**src/rtl/irq_pending_latch.sv**
```systemverilog
// rtl/irq_pending_latch.sv - request synchronizer, sticky pending latch and encoder service handshake
module irq_pending_latch #(
    parameter int SYNC_STAGES = 2
) (
    input  logic       clk,
    input  logic       rst,
    input  logic [3:0] req_in,
    input  logic [3:0] mask,
    output logic [3:0] enc_x,
    input  logic [1:0] enc_z,
    input  logic       enc_y,
    output logic       svc_valid,
    output logic [1:0] svc_idx,
    input  logic       svc_ready,
    output logic [3:0] pending,
    output logic [3:0] overrun,
    input  logic       clr_overrun
);

    typedef enum logic {
        IDLE,
        OFFER
    } state_t;

    state_t     state;
    logic [3:0] sync_q [SYNC_STAGES];
    logic [3:0] hist_q;
    logic [3:0] sync_s;
    logic [3:0] req_edge;
    logic [3:0] clr_vec;
    logic [3:0] ovr_set;
    logic       fire;

    assign sync_s   = sync_q[SYNC_STAGES-1];
    assign req_edge = sync_s & ~hist_q;
    assign fire     = (state == OFFER) && svc_ready;
    assign enc_x    = pending & mask;

    always_comb begin
        clr_vec = 4'b0000;
        if (fire) begin
            clr_vec[svc_idx] = 1'b1;
        end
    end

    // A bit being serviced in the same cycle is not counted as lost
    assign ovr_set = req_edge & pending & ~clr_vec;

    always_ff @(posedge clk) begin
        if (rst) begin
            for (int i = 0; i < SYNC_STAGES; i++) begin
                sync_q[i] <= 4'b0000;
            end
            hist_q <= 4'b0000;
        end else begin
            sync_q[0] <= req_in;
            for (int i = 1; i < SYNC_STAGES; i++) begin
                sync_q[i] <= sync_q[i-1];
            end
            hist_q <= sync_s;
        end
    end

    // Clear then set: a fresh edge on the serviced bit keeps it pending
    always_ff @(posedge clk) begin
        if (rst) begin
            pending <= 4'b0000;
            overrun <= 4'b0000;
        end else begin
            pending <= (pending & ~clr_vec) | req_edge;
            if (clr_overrun) begin
                overrun <= ovr_set;
            end else begin
                overrun <= overrun | ovr_set;
            end
        end
    end

    always_ff @(posedge clk) begin
        if (rst) begin
            state     <= IDLE;
            svc_valid <= 1'b0;
            svc_idx   <= 2'b00;
        end else begin
            case (state)
                IDLE: begin
                    if (enc_y) begin
                        svc_idx   <= enc_z;
                        svc_valid <= 1'b1;
                        state     <= OFFER;
                    end
                end
                OFFER: begin
                    if (svc_ready) begin
                        svc_valid <= 1'b0;
                        state     <= IDLE;
                    end
                end
                default: begin
                    svc_valid <= 1'b0;
                    state     <= IDLE;
                end
            endcase
        end
    end

endmodule

```
**config.mk**
```make
export PLATFORM = sky130hd
export DESIGN_NAME = irq_pending_latch
export DESIGN_NICKNAME = d
export VERILOG_FILES = /design/src/rtl/irq_pending_latch.sv
export SDC_FILE = /design/constraint.sdc
export NUM_CORES = 1
export LEC_CHECK = 0
export BUFFER_PORTS_ARGS = -buffer_cell sky130_fd_sc_hd__buf_4
export CORE_MARGIN = 2
export CORE_UTILIZATION = 36
export CTS_CLUSTER_DIAMETER = 100
export DETAILED_ROUTE_END_ITERATION = 7
export PLACE_DENSITY_LB_ADDON = 0.15
export SETUP_SLACK_MARGIN = 0.3
export SLEW_MARGIN = 20
export SYNTH_ARGS = -nofsm -noshare
export SYNTH_HDL_FRONTEND = slang
export SYNTH_SLANG_ARGS = --single-unit
```
**constraint.sdc**
```tcl
create_clock -name clk -period 1.48 [get_ports clk]
set_input_delay 0.222 -clock clk [delete_from_list [all_inputs] [get_ports clk]]
set_output_delay 0.222 -clock clk [all_outputs]
set_load 0.005 [all_outputs]
```
==> Word-level counts from Yosys, hierarchy flattened <==
Memory sizes are Yosys's and may differ from the RTL's.
Cells that the tools add are included.
{ "classes": {"order_cmp": 2, "n_eq_ne": 2, "mux": 15, "bitwise_logic": 12, "n_reduce_logical": 4} }
{ "op_table": {"columns": ["operator", "n"], "rows": [
  ["bitwise AND 4 bit", 5],
  ["two-way mux 4 bit", 4],
  ["two-way mux 1 bit", 8],
  ["NOT 4 bit", 2],
  ["OR 4 bit", 2],
  ["!= test 2 bit (second input constant)", 2],
  ["one-hot mux 1 bit (2 select lines)", 2],
  ["AND reduction 2 bit", 2],
  ["< comparator 2 x 3 -> 1 bit (second input constant)", 1],
  ["demux 1 bit (select 2 bit)", 1],
  ["greater-or-equal comparator 2 x 1 -> 1 bit (second input constant)", 1],
  ["logical AND 1 bit", 2],
  ["OR 1 bit", 2],
  ["NOT 1 bit", 1]
]} }
{ "totals": {"register_bits": 16, "ramBits": 8, "output_inout_bits": 15, "mem_count": 1} }
{ "memory_table": {"columns": ["memory", "words", "width", "rd", "rd_clocked_by_memory_dff", "write_ports", "line_no", "source"], "rows": [
  ["sync_q", 2, 4, 2, 0, 2, "26", "logic [3:0] sync_q [SYNC_STAGES];"]
]} }

==> Longest topological paths before layout <==
Gate-level depths: netlist (run 1).
{ "depth": {"ltp_word": 9, "mapped_depth": 3, "ltp_nobuf": 3} }

==> Worst setup path after synthesis (run 1) <==
No wires, ideal clock.
{ "synth_timing": {"path_kind": "reg2reg", "from": "reg svc_idx[0]", "to": "reg pending[1]", "t_arrival_ns": 0.832, "t_required_ns": 1.351, "slack_ns": 0.519, "path_stages_with_launch": 4, "path_buffers": 0, "synth_period_minus_slack_ns": 0.961, "path_cell_list": "dfxtp_1 inv_1 o311ai_2 o21ai_1"} }
{ "synth_between": {"elab_chain_cells": 8, "word_cells_on_any_way": 9, "cone_classes": "order compare: 2; mux: 3; bitwise: 3; reduce/logical: 1"} }
{ "synth_lines": {"columns": ["item", "line_no", "source"], "rows": [
  ["start: declaration", "13", "output logic [1:0] svc_idx,"],
  ["start signal: assignment", "88", "svc_idx <= enc_z;"],
  ["< comparator 2 x 3 -> 1 bit (implied by the code) or greater-or-equal comparator 2 x 1 -> 1 bit (tied branches)", "42", "clr_vec[svc_idx] = 1'b1;"],
  ["logical AND 1 bit (implied by the code)", "42", null],
  ["two-way mux 1 bit (implied by the code)", "42", null],
  ["demux 1 bit (select 2 bit) *", "42", null],
  ["two-way mux 4 bit *", "41", "if (fire) begin"],
  ["NOT 4 bit *", "70", "pending <= (pending & ~clr_vec) | req_edge;"],
  ["bitwise AND 4 bit *", "70", null],
  ["OR 4 bit *", "70", null],
  ["end signal: assignment", "70", null],
  ["end: declaration", "15", "output logic [3:0] pending,"]
]} }
Mark *: on every way between the ends. The rest lies on a longest branch, timed or not.
A chain may end at the register's enable or synchronous reset.

==> Final worst setup path (run 1) <==
{ "layout_timing": {"from": "reg pending[2]", "to": "out enc_x[2]"} }
{ "layout_between": {"elab_chain_cells": 1} }
{ "layout_lines": {"columns": ["item", "line_no", "source"], "rows": [
  ["bitwise AND 4 bit", "37", "assign enc_x = pending & mask;"],
  ["end: declaration", "9", "output logic [3:0] enc_x,"]
]} }
No other way between the ends.

==> results.toml, run 1 <==
[synthesis]
syn_inst = 77
synth_fp_nets = 92
syn_area_sq_um = 793
synth.distinct_cells = 16
synth-async-reset-ratio = 0
seq_area_frac_synth = 0.606
synth_common_cells = "dfxtp_1, nor2b_1, o21ai_1, nand2_1, nor2_1"
synthesis.yosys.warnings = 0
yosysMostFrequentCell = "dfxtp_1"
synth_edf_count = 0
avgSynthCellArea_sq_um = 10.3
synth_seq_cells = 24
yosysTopAreaCellShare = 0.606
synth-main-ff-cell = "dfxtp_1"
yosysTopAreaCell = "dfxtp_1"
netlist_top_cells_area = "dfxtp_1, nor2b_1, o311ai_2"

[timing]
maxSlewHeadroom = 0.785
max_freq_mhz = 884
period_share = 0.765
tns_ns = 0
hold_violations = 0
rsz0062_at_grt = "false"
final-setup-viol-count = 0
tightestPinTransition_ns = 0.321
fin_hold_ws_ns = 0.117
maxSlewViolCount = 0
fin_crit_ns = 1.13
finClkSkew_ns = 0.0112

[floorplanning]
die_x_um = 50.9
core_sq_mm = 0.00202
start_util = 0.392
die_h_um = 50.9
dieArea_sq_mm = 0.00259
rows = 16
ios = 30

[placed_design]
io_buffers = 29
gp_congestion = 0.782
dpl.hpwl_mm = 1.03

[critical_path]
cp-start-kind = "flop"
crit_arrival_ns = 0.91
required_ns = 1.26
r2r_setup_slack_ns = 0.41
crit_buf_inv = 1
cp-end-kind = "output pin"
critPathTopFamily = "flip-flops"
crit_path_max_incr_delay_ns = 0.35
worstPathMaxFanout = 3
cp_cell_sequence = "and2_1, buf_4"
cpMaxStageDelayCell = "dfxtp_2"
path_class = "flop to output pin"

[detailed_routing]
dr.pass1.iters = 4
maxUsedRoutingLayer = "met4"
drt-initial-drc-count = 4
drt-met1-wl_um = 586
wl_met2_um = 634
wl_per_cell_um = 10.1
wl_mm = 1.36
drcViolationCount = 0
viasPerCell = 4.56
dr_wl_met3_um = 122
final_antenna_net_count = 0
vias = 615

[grt]
antenna_found_initial = 0
grt_pass1_vias = 559
grt_max_degree = 23
overflow = 0
grt_pass1_wl_mm = 2.29
gr-usage-all-layers = 0.119

[layout]
num-nets-final = 124
final_util = 0.533
syn2layout_area_growth_pct = 36.0
antenna_cells = 0
drive_gt1_frac = 0.370

[clocking]
cts_root_buffer = "clkbuf_4"
cts_buffers = 3
clk_latency_ns = 0.31
post-cts-setup-buffer-count = 0
clk_pin_slew_worst_paths_ns = 0.13
cts_tree = "yes"
cts-htree-levels = 1
cts.path.max_buffers = 2
cts_sinks = 24

[job]
cap_violations = 0

[run_status]
status = "finished, final reports clean"

[worst_hold_path]
holdCritPathClass = "primary input to flop"

[power_and_ir_drop]
internal_power_uw = 891
total_power_uw = 1130
netSwitchingFraction = 0.211
peakVddDrop_uv = 665
power_density_mw_per_mm2 = 1050
p_comb_frac = 0.096
p_switching_uw = 238
seq_power_share = 0.613
p_leak_uw = 0.000466
clockPowerShare = 0.291
stage by stage:
step	setup WS, ns	instance area, sq um	cells
finish	0.348	1080	135
floorplan	0.519	793	77
detailed placement	0.442	1040	131
global route	0.303	1080	135
CTS	0.328	1070	135
global placement	0.434	1040	131
final timing paths:
kind | start | to | cells past startpoint
worst min-delay path | req_in[0] | sync_q[0][0] | 2
worst max register to register | svc_idx[0] | pending[1] | 3
worst min register to register | overrun[1] | overrun[1] | 2
worst max-delay path | pending[2] | enc_x[2] | 2
worst register-to-register path, stage by stage, from the launching register on:
cell,delay [ns]
dfxtp_1,0.44
inv_1,0.10
o311ai_2,0.31
o21ai_1,0.10
placed cells by master, fill, tap and decap left out, types with 2 or more instances in the layout:
cell type	instances
a21oi_1	2
and2_1	4
buf_4	29
clkbuf_4	3
dfxtp_1	20
dfxtp_2	4
inv_1	3
mux2i_1	2
nand2_1	5
nand2b_1	4
nor2_1	5
nor2b_1	12
o211ai_1	2
o21ai_0	2
o21ai_1	6
o311ai_2	2
power by group through the flow:
stage	clock network (uW)	registers (uW)	logic (uW)
floorplan	0	704	47.5
global placement	0	706	109
detailed placement	0	706	110
CTS	344	692	111
global route	369	698	120
finish	328	693	108
sequential cells by signal (all words and copies together), names as in the netlist:
name,flops
sync_q,8
hist_q,4
overrun,4
pending,4
svc_idx,2
state,1
svc_valid,1
cell families after synthesis:
family | Yosys count | share of synthesized area
compound gates | 14 | 0.123
buf+inv | 5 | 0.0237
flops | 24 | 0.606
mux | 2 | 0.0252
simple gates | 32 | 0.222
final cells by class:
cell class                 count  area (sq um)
tap                           27          33.8
inverter                       3          11.3
fill                         183           943
multi-input combinational     48           294
clock buffer                   4          36.3
timing repair buffer          29           218
sequential                    24           485
repair_timing:
action,4_1_cts,5_1_grt
gates resized for setup,0,4
hold endpoints to repair,0,0
hold buffers,0,0
setup endpoints to repair,0,4
layer usage:
metal  vias to the layer above  global-route usage
met5                         -                   0
met4                         0              0.0676
met3                         2              0.0439
met2                        20               0.197
met1                       280               0.131
li1                        313                   -
(Power assumes the default switching activity.)
==> run 2: changes to the inputs <==
==> constraint.sdc (replaced) <==
create_clock -name clk -period 1 [get_ports clk]
set_input_delay 0.15 -clock clk [delete_from_list [all_inputs] [get_ports clk]]
set_output_delay 0.15 -clock clk [all_outputs]
set_load 0.005 [all_outputs]
==> results.toml, run 2 (synthesis results as in run 1) <==
[power_and_ir_drop]
power_density_mw_per_mm2 = 1350
p_switching_uw = 406
p_leak_uw = 0.000573
clockPowerShare = 0.276
internal_power_uw = 1390
p_comb_frac = 0.148
seq_power_share = 0.575
peakVddDrop_uv = 1100
netSwitchingFraction = 0.226

[critical_path]
cp-start-kind = "flop"
r2r_cells = 3
critPathTopFamily = "flip-flops"
cp_cell_sequence = "and2_1, buf_4"
cp-endpoint = "enc_x[2]"
cp-end-kind = "output pin"
crit_arrival_ns = 0.91
r2r_setup_slack_ns = 0.01
required_ns = 0.85
cp.depth = 2
path_class = "flop to output pin"
worstPathMaxFanout = 2
cpMaxStageDelayCell = "dfxtp_2"
crit_buf_inv = 1
setup.worst_path.start = "pending[2]"
crit-reg2reg-capture = "pending[0]"
timing.rr.start = "svc_idx[1]"
crit_path_max_incr_delay_ns = 0.34

[grt]
grt.met2_usage = 0.227
global_route.usage.met1 = 0.160
grt_max_degree = 21
grt_pass1_vias = 614
overflow = 0
antenna_found_initial = 0
use_met3 = 0.0292
gr-usage-all-layers = 0.135
grt_pass1_wl_mm = 2.61
busiest_layer = "met2"

[timing]
maxSlewHeadroom = 0.769
fin_crit_ns = 1.06
tns_ns = -0.316
max_freq_mhz = 940
maxSlewViolCount = 0
period_share = 1.06
rsz0062_at_grt = "true"
fin_ws_ns = -0.0633
tightestPinTransition_ns = 0.346
final-setup-viol-count = 7
hold_violations = 0
finClkSkew_ns = 0.00187

[clocking]
cts_hold_buf = 0
cts_buffers = 3
clk_pin_slew_worst_paths_ns = 0.12
cts_root_buffer = "clkbuf_4"
cts_tree = "yes"
cts.path.max_buffers = 2
clk_latency_ns = 0.31
cts_sinks = 24
cts-htree-levels = 1

[detailed_routing]
drt-initial-drc-count = 3
dr.pass1.iters = 3
viasPerCell = 4.53
wl_per_cell_um = 11.2
wl_mm = 1.66
vias = 670
drcViolationCount = 0
final_antenna_net_count = 0

[floorplanning]
rows = 16
ios = 30
start_util = 0.392
die_x_um = 50.9
core_sq_mm = 0.00202
dieArea_sq_mm = 0.00259
die_h_um = 50.9

[layout]
final_common_cell = "buf_4"
final_cell_mix = "buf_4, buf_6, nor2b_1, dfxtp_1, dfxtp_2"
syn2layout_area_growth_pct = 68.0
largest_reg_flops = 8
instances_no_fill = 148
top_register = "sync_q"
final_util = 0.659
drive_gt1_frac = 0.570
num-nets-final = 137
antenna_cells = 0

[placed_design]
pre_cts_ws_ns = 0.0696
placedCellCount = 132
io_buffers = 29
gp_congestion = 0.783
dpl.hpwl_mm = 1.01

[run_status]
violations = "negative setup slack"
status = "complete, but fails checks"

[worst_hold_path]
whs_path_depth = 2
holdCritPathClass = "primary input to flop"

[job]
cap_violations = 0
[run 2: changes by cell type in the layout (fill, tap and decap cells not counted), sizes merged]
cell / previous run / this run
buf: 29 / 42
[run 2: repair_timing]
item                       in CTS  in global routing
pin swaps                       3                  4
buffers inserted                8                  4
setup endpoints to repair      27                 27
resized for setup              28                  8
[run 2: power by group through the flow]
stage / sequential, uW / combinational, uW / clock (uW)
finish: 1030 / 267 / 497
global route: 1040 / 287 / 554
CTS: 1030 / 227 / 519
detailed placement: 1050 / 172 / 0
global placement: 1050 / 169 / 0
floorplan: 1050 / 75.8 / 0
[run 2: per-layer routing]
metal  up-vias  wire length (um)
li1        341                 -
met1       300               709
met2        24               817
met3         5                97
met4         0                34
met5         -                 0
[run 2: final cells by class]
| cell class | instances | area (sq um) |
|---|---|---|
| clock buffers | 4 | 36.3 |
| multi-input cells | 48 | 354 |
| well taps | 27 | 33.8 |
| flip-flops and latches | 24 | 503 |
| inverters | 3 | 13.8 |
| fillers | 164 | 689 |
| repair buffers | 42 | 392 |
[run 2: worst min-delay path by stage]
stage	start	endpoint	slack (ns)
after global routing	req_in[0]	sync_q[0][0]	0.03
final	req_in[0]	sync_q[0][0]	0.04
after global placement	req_in[1]	sync_q[0][1]	0.36
after detailed placement	req_in[1]	sync_q[0][1]	0.37
after floorplan	req_in[0]	sync_q[0][0]	0.28
after CTS	req_in[1]	sync_q[0][1]	0.03
[run 2: metrics by stage]
stage / instance area [sq um] / power (uW) / hold WS, ns
6_report: 1330 / 1800 / 0.0397
5_1_grt: 1330 / 1880 / 0.0299
4_1_cts: 1260 / 1780 / 0.0305
3_5_place_dp: 1070 / 1220 / 0.367
3_3_place_gp: 1070 / 1220 / 0.362
2_1_floorplan: 818 / 1120 / 0.278
==> run 3: changes to the inputs <==
--- a/config.mk
+++ b/config.mk
@@ -5,12 +5,14 @@
 export SDC_FILE = /design/constraint.sdc
 export NUM_CORES = 1
 export LEC_CHECK = 0
+export ABC_AREA = 1
 export BUFFER_PORTS_ARGS = -buffer_cell sky130_fd_sc_hd__buf_4
 export CORE_MARGIN = 2
 export CORE_UTILIZATION = 36
 export CTS_CLUSTER_DIAMETER = 100
 export DETAILED_ROUTE_END_ITERATION = 7
 export PLACE_DENSITY_LB_ADDON = 0.15
+export RECOVER_POWER = 25
 export SETUP_SLACK_MARGIN = 0.3
 export SLEW_MARGIN = 20
 export SYNTH_ARGS = -nofsm -noshare
==> results.toml, run 3 <==
[power_and_ir_drop]
clockPowerShare = 0.352
p_comb_frac = 0.122
internal_power_uw = 1540
p_leak_uw = 0.000641
total_power_uw = 1950
netSwitchingFraction = 0.212
power_density_mw_per_mm2 = 1440
peakVddDrop_uv = 1050
p_switching_uw = 413
seq_power_share = 0.525

[clocking]
cts_buffers = 3
clk_pin_slew_worst_paths_ns = 0.13
cts_sinks = 24
cts-htree-levels = 1
cts_hold_buf = 0
cts.path.max_buffers = 2
clk_latency_ns = 0.31
cts_tree = "yes"
cts_root_buffer = "clkbuf_4"

[synthesis]
yosysTopAreaCell = "dfxtp_1"
synthXorXnorAreaFrac = 0
synth.distinct_cells = 7
synth-main-ff-cell = "dfxtp_1"
synth-simple-area-share = 0.241
synth_edf_count = 0
synth_seq_cells = 24
yosysMostFrequentCell = "inv_1"
syn_area_sq_um = 866
yosysTopAreaCellShare = 0.555
seq_area_frac_synth = 0.555
netlist_top_cells_area = "dfxtp_1, inv_1, nand2_1"
synthesis.yosys.warnings = 0
synth_fa_ha_area_frac = 0
avgSynthCellArea_sq_um = 7.10
muxShareOfSynthArea = 0
synth_common_cells = "inv_1, nand2_1, dfxtp_1, nor2_1, a21oi_1"
synth_fp_nets = 137
syn_inst = 122
synth-async-reset-ratio = 0
synth_top_family_by_area = "simple AND/OR/NAND/NOR gates"
synth_compound_area_frac = 0.0578

[timing]
maxSlewHeadroom = 0.669
final-setup-viol-count = 6
period_share = 1.04
hold_violations = 0
max_freq_mhz = 961
maxSlewViolCount = 0
tightestPinTransition_ns = 0.496
fin_ws_ns = -0.0401
rsz0062_at_grt = "true"
finClkSkew_ns = 0.00663
fin_crit_ns = 1.04

[critical_path]
cp-start-kind = "flop"
cp-end-kind = "output pin"
cpMaxStageDelayCell = "dfxtp_2"
required_ns = 0.85
worstPathMaxFanout = 3
path_class = "flop to output pin"
crit-reg2reg-capture = "overrun[1]"
crit_path_max_incr_delay_ns = 0.35
cp_cell_sequence = "buf_4, buf_6"
timing.rr.start = "svc_idx[0]"
crit_arrival_ns = 0.89
r2r_setup_slack_ns = 0.08
r2r_cells = 6

[worst_hold_path]
holdCritStartpoint = "req_in[3]"
holdCritPathClass = "primary input to flop"
holdPathEnd = "sync_q[0][3]"
whs_path_depth = 3

[grt]
antenna_found_initial = 0
gr-usage-all-layers = 0.135
grt_pass1_vias = 730
grt_max_degree = 24
grt_pass1_wl_mm = 2.75
overflow = 0

[detailed_routing]
viasPerCell = 4.12
wl_mm = 1.61
wl_per_cell_um = 8.58
drcViolationCount = 0
final_antenna_net_count = 0
vias = 774
drt-initial-drc-count = 12
dr.pass1.iters = 3

[placed_design]
pre_cts_ws_ns = 0.171
gp_congestion = 0.716
dpl.hpwl_mm = 1.08
io_buffers = 29

[run_status]
status = "complete, but fails checks"
violations = "negative setup slack"

[layout]
largest_reg_flops = 8
top_register = "sync_q"
antenna_cells = 0
syn2layout_area_growth_pct = 56.6
final_common_cell = "inv_1"
num-nets-final = 176
drive_gt1_frac = 0.463
final_cell_mix = "inv_1, nand2_1, nor2_1"

[floorplanning]
die_h_um = 53.0
dieArea_sq_mm = 0.00281
rows = 17
core_sq_mm = 0.00223
ios = 30
start_util = 0.388
die_x_um = 53.0

[job]
cap_violations = 0
==> run 3: cell count changes in the layout (fill, tap and decap cells not counted), moves of 5 or more <==
cell,before,now
nand2_1,4,22
nor2_1,5,21
o21ai_1,8,0
inv_1,2,25
inv_2,0,5
nand2_2,0,7
a21oi_1,0,5
nor2b_1,12,0
==> run 3: routing by layer <==
layer,share of wire,GRT usage
met5,0,0
met4,0.0056,0.0513
met3,0.051,0.0339
met2,0.48,0.254
met1,0.46,0.141
==> run 3: kinds of logic after synthesis <==
| kind of cell | count (synthesis) |
|---|---|
| and+or+nand+nor | 55 |
| AOI/OAI and AO/OA | 10 |
| buffers and inverters | 33 |
| DFF | 24 |
==> run 3: worst max-delay path by stage <==
stage / cells past startpoint / to / slack, ns / start
final: 2 / pending[0] / -0.04 / pending[0]
after detailed placement: 5 / overrun[3] / 0.17 / state
after CTS: 3 / enc_x[3] / -0.04 / pending[3]
after global routing: 3 / enc_x[0] / -0.09 / pending[0]
after global placement: 5 / overrun[3] / 0.19 / state
after floorplan: 4 / state / 0.24 / state
==> run 3: what timing repair did <==
action | CTS | global route
resized for setup | 32 | 21
pin swaps | 7 | 8
hold endpoints to repair | 0 | 0
buffers inserted | 5 | 2
setup endpoints to repair | 27 | 27
==> run 3: per-stage QoR <==
step / std cells / hold slack [ns] / util / TNS [ns] / instance area [sq um]
floorplan: 122 / 0.212 / - / 0 / 871
global placement: 177 / 0.351 / 0.499 / 0 / 1110
detailed placement: 177 / 0.361 / 0.499 / 0 / 1110
CTS: 186 / 0.0264 / 0.572 / -0.134 / 1280
global route: 188 / 0.0237 / 0.607 / -0.460 / 1360
finish: 188 / 0.0312 / 0.607 / -0.134 / 1360
==> run 3: power groups by stage <==
| stage | sequential, uW | clock [uW] | combinational [uW] |
|---|---|---|---|
| 2_1_floorplan | 1040 | 0 | 78.9 |
| 3_3_place_gp | 1040 | 0 | 165 |
| 3_5_place_dp | 1050 | 0 | 169 |
| 4_1_cts | 1020 | 706 | 210 |
| 5_1_grt | 1030 | 748 | 266 |
| 6_report | 1020 | 687 | 238 |
==> run 3: worst max-delay path, delay by kind of cell (launching register included) <==
kind / cells / cell delay (ns)
buffers and inverters: 2 / 0.23
flip-flops: 1 / 0.35
==> run 3: layout make-up <==
| cell class | instances | area, sq um |
|---|---|---|
| flip-flops and latches | 24 | 503 |
| clock buffers | 3 | 22.5 |
| multi-input cells | 65 | 320 |
| repair buffers | 36 | 324 |
| well taps | 28 | 35.0 |
| fillers | 211 | 877 |
| inverters | 31 | 121 |
| clock inverters | 1 | 30.0 |
